File: src/rtl/ph_reg3_pkg.sv
// rtl/ph_reg3_pkg.sv - shared types and constants for the parasite-to-host register-3 FIFO
package ph_reg3_pkg;

  typedef enum logic [1:0] {
    EMPTY    = 2'd0,
    FILLING  = 2'd1,
    FULL     = 2'd2,
    DRAINING = 2'd3
  } ph_reg3_state_t;

  localparam int PH_REG3_DW = 8;
  localparam logic [7:0] PH_REG3_RST_DATA = 8'h00;

endpackage

File: src/rtl/ph_reg3_store_m.sv
// rtl/ph_reg3_store_m.sv - two-entry byte storage with write select and held read mux
module ph_reg3_store_m
  import ph_reg3_pkg::*;
#(
  parameter int DW = PH_REG3_DW
) (
  input  logic          clk,
  input  logic          rst,
  input  logic          wr_b0,
  input  logic          wr_b1,
  input  logic [DW-1:0] wr_data,
  input  logic          show_b0,
  input  logic          show_b1,
  output logic [DW-1:0] rd_data
);

  logic [DW-1:0] byte0_q;
  logic [DW-1:0] byte1_q;
  logic [DW-1:0] hold_q;

  always_ff @(posedge clk) begin
    if (rst) begin
      byte0_q <= DW'(PH_REG3_RST_DATA);
      byte1_q <= DW'(PH_REG3_RST_DATA);
      hold_q  <= DW'(PH_REG3_RST_DATA);
    end else begin
      if (wr_b0) byte0_q <= wr_data;
      if (wr_b1) byte1_q <= wr_data;
      hold_q <= rd_data;
    end
  end

  // hold_q keeps the host-visible byte stable while neither entry is presented,
  // even though byte0 may be rewritten during a new fill
  always_comb begin
    rd_data = hold_q;
    if (show_b0)      rd_data = byte0_q;
    else if (show_b1) rd_data = byte1_q;
  end

endmodule

File: src/rtl/ph_reg3_fifo_m.sv
// rtl/ph_reg3_fifo_m.sv - parasite-to-host register-3 one/two-byte FIFO with status flags
// Optional sticky overflow/underflow flags are built when PH_REG3_ERR_EN is defined.
module ph_reg3_fifo_m
  import ph_reg3_pkg::*;
#(
  parameter int DW = PH_REG3_DW
) (
  input  logic          h_phi2,
  input  logic          rst,
  input  logic          two_byte,
  input  logic          p_we,
  input  logic [DW-1:0] p_din,
  input  logic          h_re,
  output logic [DW-1:0] h_dout,
  output logic          h_data_available,
  output logic          p_full,
  output logic          overflow,
  output logic          underflow,
  input  logic          err_clr
);

  ph_reg3_state_t state_q, state_d;
  logic mode_q, mode_d;
  logic wr_acc, rd_acc;
  logic wr_b0, wr_b1;

  assign h_data_available = (state_q == FULL) || (state_q == DRAINING);
  assign p_full           = (state_q == FULL) || (state_q == DRAINING);
  assign wr_acc           = p_we && !p_full;
  assign rd_acc           = h_re && h_data_available;

  always_ff @(posedge h_phi2) begin
    if (rst) begin
      state_q <= FULL;
      mode_q  <= 1'b0;
    end else begin
      state_q <= state_d;
      mode_q  <= mode_d;
    end
  end

  always_comb begin
    state_d = state_q;
    mode_d  = mode_q;
    wr_b0   = 1'b0;
    wr_b1   = 1'b0;
    case (state_q)
      EMPTY: begin
        if (wr_acc) begin
          wr_b0   = 1'b1;
          mode_d  = two_byte;
          state_d = two_byte ? FILLING : FULL;
        end
      end
      FILLING: begin
        if (wr_acc) begin
          wr_b1   = 1'b1;
          state_d = FULL;
        end
      end
      FULL: begin
        if (rd_acc) state_d = mode_q ? DRAINING : EMPTY;
      end
      DRAINING: begin
        if (rd_acc) state_d = EMPTY;
      end
      default: state_d = FULL;
    endcase
  end

  ph_reg3_store_m #(.DW(DW)) u_store (
    .clk     (h_phi2),
    .rst     (rst),
    .wr_b0   (wr_b0),
    .wr_b1   (wr_b1),
    .wr_data (p_din),
    .show_b0 (state_q == FULL),
    .show_b1 (state_q == DRAINING),
    .rd_data (h_dout)
  );

`ifdef PH_REG3_ERR_EN
  logic overflow_q, underflow_q;

  // a new error in the same cycle as err_clr takes precedence
  always_ff @(posedge h_phi2) begin
    if (rst) begin
      overflow_q  <= 1'b0;
      underflow_q <= 1'b0;
    end else begin
      if (p_we && p_full)       overflow_q <= 1'b1;
      else if (err_clr)         overflow_q <= 1'b0;
      if (h_re && !h_data_available) underflow_q <= 1'b1;
      else if (err_clr)              underflow_q <= 1'b0;
    end
  end

  assign overflow  = overflow_q;
  assign underflow = underflow_q;
`else
  logic unused_err_clr;
  assign unused_err_clr = err_clr;
  assign overflow  = 1'b0;
  assign underflow = 1'b0;
`endif

endmodule

File: config.mk
export PLATFORM = sky130hd
export DESIGN_NAME = ph_reg3_fifo_m
export DESIGN_NICKNAME = d
export VERILOG_FILES = /design/src/rtl/ph_reg3_pkg.sv /design/src/rtl/ph_reg3_store_m.sv /design/src/rtl/ph_reg3_fifo_m.sv
export SDC_FILE = /design/constraint.sdc
export NUM_CORES = 1
export LEC_CHECK = 0
export ABC_AREA = 1
export BUFFER_PORTS_ARGS = -buffer_cell sky130_fd_sc_hd__buf_2
export CAP_MARGIN = 20
export CORE_MARGIN = 4
export CORE_UTILIZATION = 43
export DETAILED_ROUTE_END_ITERATION = 12
export GPL_ROUTABILITY_DRIVEN = 0
export MAX_ROUTING_LAYER = met4
export PLACE_DENSITY = 0.67
export SETUP_SLACK_MARGIN = 0.02
export SYNTH_ARGS = -nofsm -noshare
export SYNTH_HDL_FRONTEND = slang
export SYNTH_HIERARCHICAL = 1
export SYNTH_SLANG_ARGS = --single-unit
File: constraint.sdc
create_clock -name h_phi2 -period 1.5 [get_ports h_phi2]
set_clock_uncertainty 0.2 [all_clocks]
set_input_delay 0.3 -clock h_phi2 [delete_from_list [all_inputs] [get_ports h_phi2]]
set_output_delay 0.3 -clock h_phi2 [all_outputs]
set_load 0.005 [all_outputs]
# [Yosys cells after proc, flatten, opt, wreduce, memory -nomap -nowiden]
# Index checks and enable logic that the tools add are counted.
[totals] word_cells=31 romBits=0 latch_bits=0 mem_count=0 register_bits=27 ramBits=0
[classes] shifts=0 n_lt_le_gt_ge=0 div=0 reduce_logical=7 n_mul=0 eq_ne=7 mux=12 n_bitwise=0 add_sub_neg=0
[ops] op="8-bit two-way mux" n=2
[ops] op="2-bit two-way mux" n=6
[ops] op="2-bit inequality test (second input constant)" n=4
[ops] op="2-bit case mux with 4 select lines" n=1
[ops] op="2-bit equality test (second input constant)" n=2
[ops] op="4-bit AND reduction" n=1
[ops] op="1-bit two-way mux" n=3
[ops] op="2-bit by 1-bit equality test with 1-bit output (second input constant)" n=1
[ops] op="1-bit logical AND" n=2
[ops] op="2-bit logical NOT" n=1
[ops] op="2-bit AND reduction" n=1
[ops] op="1-bit logical NOT" n=1
[ops] op="1-bit logical OR" n=1

# [Logic depth before layout (Yosys ltp)]
[depth] word_depth=6 mapped_depth=8 mapped_depth_nobuf=7

# [Modules after synthesis]
# The synthesis kept the hierarchy.
[by_module_without_submodules] mod="ph_reg3_store_m" area_each_um2=991.0 cells_per_inst=138 n_inst=1
[by_module_without_submodules] mod="ph_reg3_fifo_m" area_each_um2=217.7 cells_per_inst=38 n_inst=1

# [Least setup slack after synthesis]
# Ideal clock, no wire load.
[synth_path] path_type="register to output" from="register state_q[1]" to="output port h_dout[4]" path_stages_with_launch=8 arrival_ns=1.013 slack_ns=-0.013 required_time_ns=1.000 path_cell_list="dfxtp_1 nand2_1 inv_1 inv_2 buf_6 or2_0 nand2_1 inv_1"
[synth_between] elab_chain_len=3 word_cells_on_any_way=4 classes_between="eq/ne (2); mux (2)"
[synth_lines] item="start, declared" line="ph_reg3_fifo_m.sv:22" source="ph_reg3_state_t state_q, state_d;"
[synth_lines] item="start signal, assigned" line="ph_reg3_fifo_m.sv:37" source="state_q <= state_d;"
[synth_lines] item="2-bit equality test" line="ph_reg3_fifo_m.sv:78" source=".show_b1 (state_q == DRAINING),"
[synth_lines] item="8-bit two-way mux" line="ph_reg3_store_m.sv:38" source="else if (show_b1) rd_data = byte1_q;"
[synth_lines] item="8-bit two-way mux (*)" line="ph_reg3_store_m.sv:37" source="if (show_b0) rd_data = byte0_q;"
[synth_lines] item="end, declared" line="ph_reg3_fifo_m.sv:14" source="output logic [DW-1:0] h_dout,"
# Mark *: on every way between the ends. The rest lies on a longest branch, timed or not.

# [Worst setup path after layout]
[layout_path] from="register state_q[1]" to="output port h_dout[6]"
# Same word-level chain as after synthesis.

==> results.sh <==
export IMPL_finalSetupViolations=30
export IMPL_worstHoldStart="p_din[7]"
export IMPL_final_layout_size_suffix_gt1_frac=0.5359
export IMPL_ant_nets=0
export IMPL_wirelength_um=3505
export IMPL_power_density_nw_per_um2=903.9
export IMPL_start_util=0.4708
export IMPL_internal_power_mw=1.222
export IMPL_pre_cts_ws_ns=-0.1403
export IMPL_rsz0062_at_grt="true"
export IMPL_fin_crit_ns=1.939
export IMPL_clk_pin_slew_ns=0.14
export IMPL_numCtsBuffers=3
export IMPL_combPwrFrac=0.378
export IMPL_synthCells=176
export IMPL_antenna_found_initial=0
export IMPL_cpPeakStageDelay_ns=0.39
export IMPL_clk_path_buf_depth=2
export IMPL_cts_root_buf="clkbuf_4"
export IMPL_ys_seq_elements=27
export IMPL_ir_worst_vdd_mv=0.9283
export IMPL_synth_top_family_by_area="simple AND/OR/NAND/NOR gates"
export IMPL_num_rows=18
export IMPL_synth_largest_area_cell="dfxtp_1"
export IMPL_maxSlewViolCount=0
export IMPL_fin_crit_sh=1.293
export IMPL_p_leak_nw=0.9379
export IMPL_antennaDiodeCount=0
export IMPL_fillCellCount=190
export IMPL_required_ns=1.00
export IMPL_fp_dieH_um=61.02
export IMPL_synth_adder_area_share=0
export IMPL_slowest_stage="dfxtp_4"
export IMPL_viasPerCell=4.959
export IMPL_ios=26
export IMPL_syn_area_um2=1209
export IMPL_yosys_warnings=6
export IMPL_post_drt_wl_per_cell_um=13.13
export IMPL_rr_endpoint="u_store/hold_q[0]"
export IMPL_swShare=0.3068
export IMPL_ys_top_cells_by_area="dfxtp_1 45%, nand2_1 20%, a21oi_1 7.0%"
export IMPL_portBuffers=22
export IMPL_cp_max_fo=8
export IMPL_maxCapViolations=0
export IMPL_synthMuxAreaShare=0
export IMPL_layout_commonest_cell="nand2_1"
export IMPL_syn2layout_area_growth_pct=61.39
export IMPL_tns_ns=-5.051
export IMPL_rr_worst_depth=13
export IMPL_num_vias=1324
export IMPL_crit_chain="buf_6, nand2_4, inv_6, inv_8, or2_4, nand2_2, inv_1, buf_2"
export IMPL_holdWs_ns=0.01372
export IMPL_fin_nets=252
export IMPL_worstHoldPathCells=3
export IMPL_fin_ws_ns=-0.4392
export IMPL_clock_fmax_mhz=515.7
export IMPL_syn_avg_cell_area_um2=6.867
export IMPL_crit_arrival_ns=1.44
export IMPL_synth_compound_area_frac=0.07453
export IMPL_power_mw=1.763
export IMPL_hold_viol_final=0
export IMPL_htreeDepth=1
export IMPL_p_clk_frac=0.180
export IMPL_grt_max_degree=28
export IMPL_multi_input_area_um2=726.9
export IMPL_cp_end_kind="output pin"
export IMPL_r2r_start="state_q[1]"
export IMPL_grt_pass1_wl_um=5092
export IMPL_sequential_cell_area_um2=545.5
export IMPL_clock_sinks=27
export IMPL_clock_latency_ns=0.33
export IMPL_grt_overflow=0
export IMPL_p_sw_mw=0.5408
export IMPL_first_iter_violations=46
export IMPL_synthSimpleGateAreaFrac=0.3489
export IMPL_die_x_um=61.02
export IMPL_cp_start_kind="flop"
export IMPL_tritoncts="built"
export IMPL_yosys_cell_types_count=16
export IMPL_grt_total_usage=0.1884
export IMPL_synth_xor_area_frac=0
export IMPL_yosysTopAreaCellShare=0.4472
export IMPL_die_area_um2=3723
export IMPL_rrSetupSlack_ns=-0.39
export IMPL_place_hpwl_um=1887
export IMPL_drc_errors=0
export IMPL_ys_seq_area_frac=0.4472
export IMPL_firstDrtPassIters=4
export IMPL_seq_power_share=0.442
export IMPL_core_area_um2=2567
export IMPL_hp_class="input pin to flop"
export IMPL_grt_pass1_vias=1227
export IMPL_failed_checks="negative setup slack"
export IMPL_hold_end="u_store/byte0_q[7]"
export IMPL_status="finished with violations"
export IMPL_final_cell_mix="44 x nand2_1, 30 x buf_4, 25 x dfxtp_1, 20 x buf_2, 12 x a21oi_2"
export IMPL_path_class="flop to output pin"
critical path, delay by kind of cell, from the launching register on:
kind	cells	cell delay, ns
flip-flops	1	0.39
AND/OR/NAND/NOR	3	0.35
buffers and inverters	5	0.37
metal layers:
| layer | up-vias | part of all wire | track usage |
|---|---|---|---|
| met3 | 9 | 0.046 | 0.03774 |
| li1 | 653 | - | - |
| met2 | 33 | 0.51 | 0.3237 |
| met4 | 0 | 0.017 | 0.04644 |
| met5 | - | 0 | - |
| met1 | 629 | 0.43 | 0.2261 |
sequential cells by signal (all words and copies together) (netlist names):
register	flops
mode_q	1
state_q	2
u_store/byte0_q	8
u_store/byte1_q	8
u_store/hold_q	8
cell usage after synthesis, drive strengths merged:
cell type	instances
nand2	66
dfxtp	27
inv	19
a21oi	17
nor2	15
nand3	12
buf	9
or2	8
clkbuf	1
conb	1
o21ai	1
per-stage QoR:
| stage | utilization | cells | cell area (µm²) |
|---|---|---|---|
| 6_report | 0.7597 | 267 | 1951 |
| 3_3_place_gp | 0.5531 | 236 | 1420 |
| 2_1_floorplan | - | 177 | 1214 |
| 3_5_place_dp | 0.5531 | 236 | 1420 |
| 4_1_cts | 0.6530 | 258 | 1677 |
| 5_1_grt | 0.7597 | 267 | 1951 |
area by class of cell:
class                   instances  area share
clock buffers                   4     0.01347
inverters                      19     0.05067
multi-input cells             121      0.3727
flip-flops and latches         27      0.2797
well taps                      30     0.01924
repair buffers                 65      0.2611
repair inverters                1    0.003207
worst max path at each step:
stage | startpoint | endpoint | slack (ns)
finish | state_q[1] | h_dout[6] | -0.44
global route | state_q[1] | h_dout[5] | -0.54
CTS | state_q[0] | h_dout[4] | -0.38
detailed placement | state_q[0] | h_dout[0] | -0.14
global placement | state_q[0] | h_dout[0] | -0.11
floorplan | state_q[0] | h_dout[4] | 0.03
power by group through the flow:
stage	Sequential (mW)	Clock [mW]	Combinational [mW]
CTS	0.780	0.326	0.528
floorplan	0.790	0	0.217
detailed placement	0.793	0	0.358
global route	0.783	0.351	0.729
finish	0.779	0.317	0.666
global placement	0.792	0	0.350
cell families after synthesis:
kind of cell	after synthesis
flip-flops	27
buffers and inverters	29
AO/OA/AOI/OAI	18
other	1
AND/OR/NAND/NOR	101
what timing repair did:
action,in CTS,in global routing
pin swaps,13,22
setup endpoints to repair,16,30
endpoints found under the hold margin,1,1
hold buffers,1,1
cloned,1,0
setup buffers,16,8
resized for setup,39,54
Note: power is estimated with default switching activity, not from simulation.
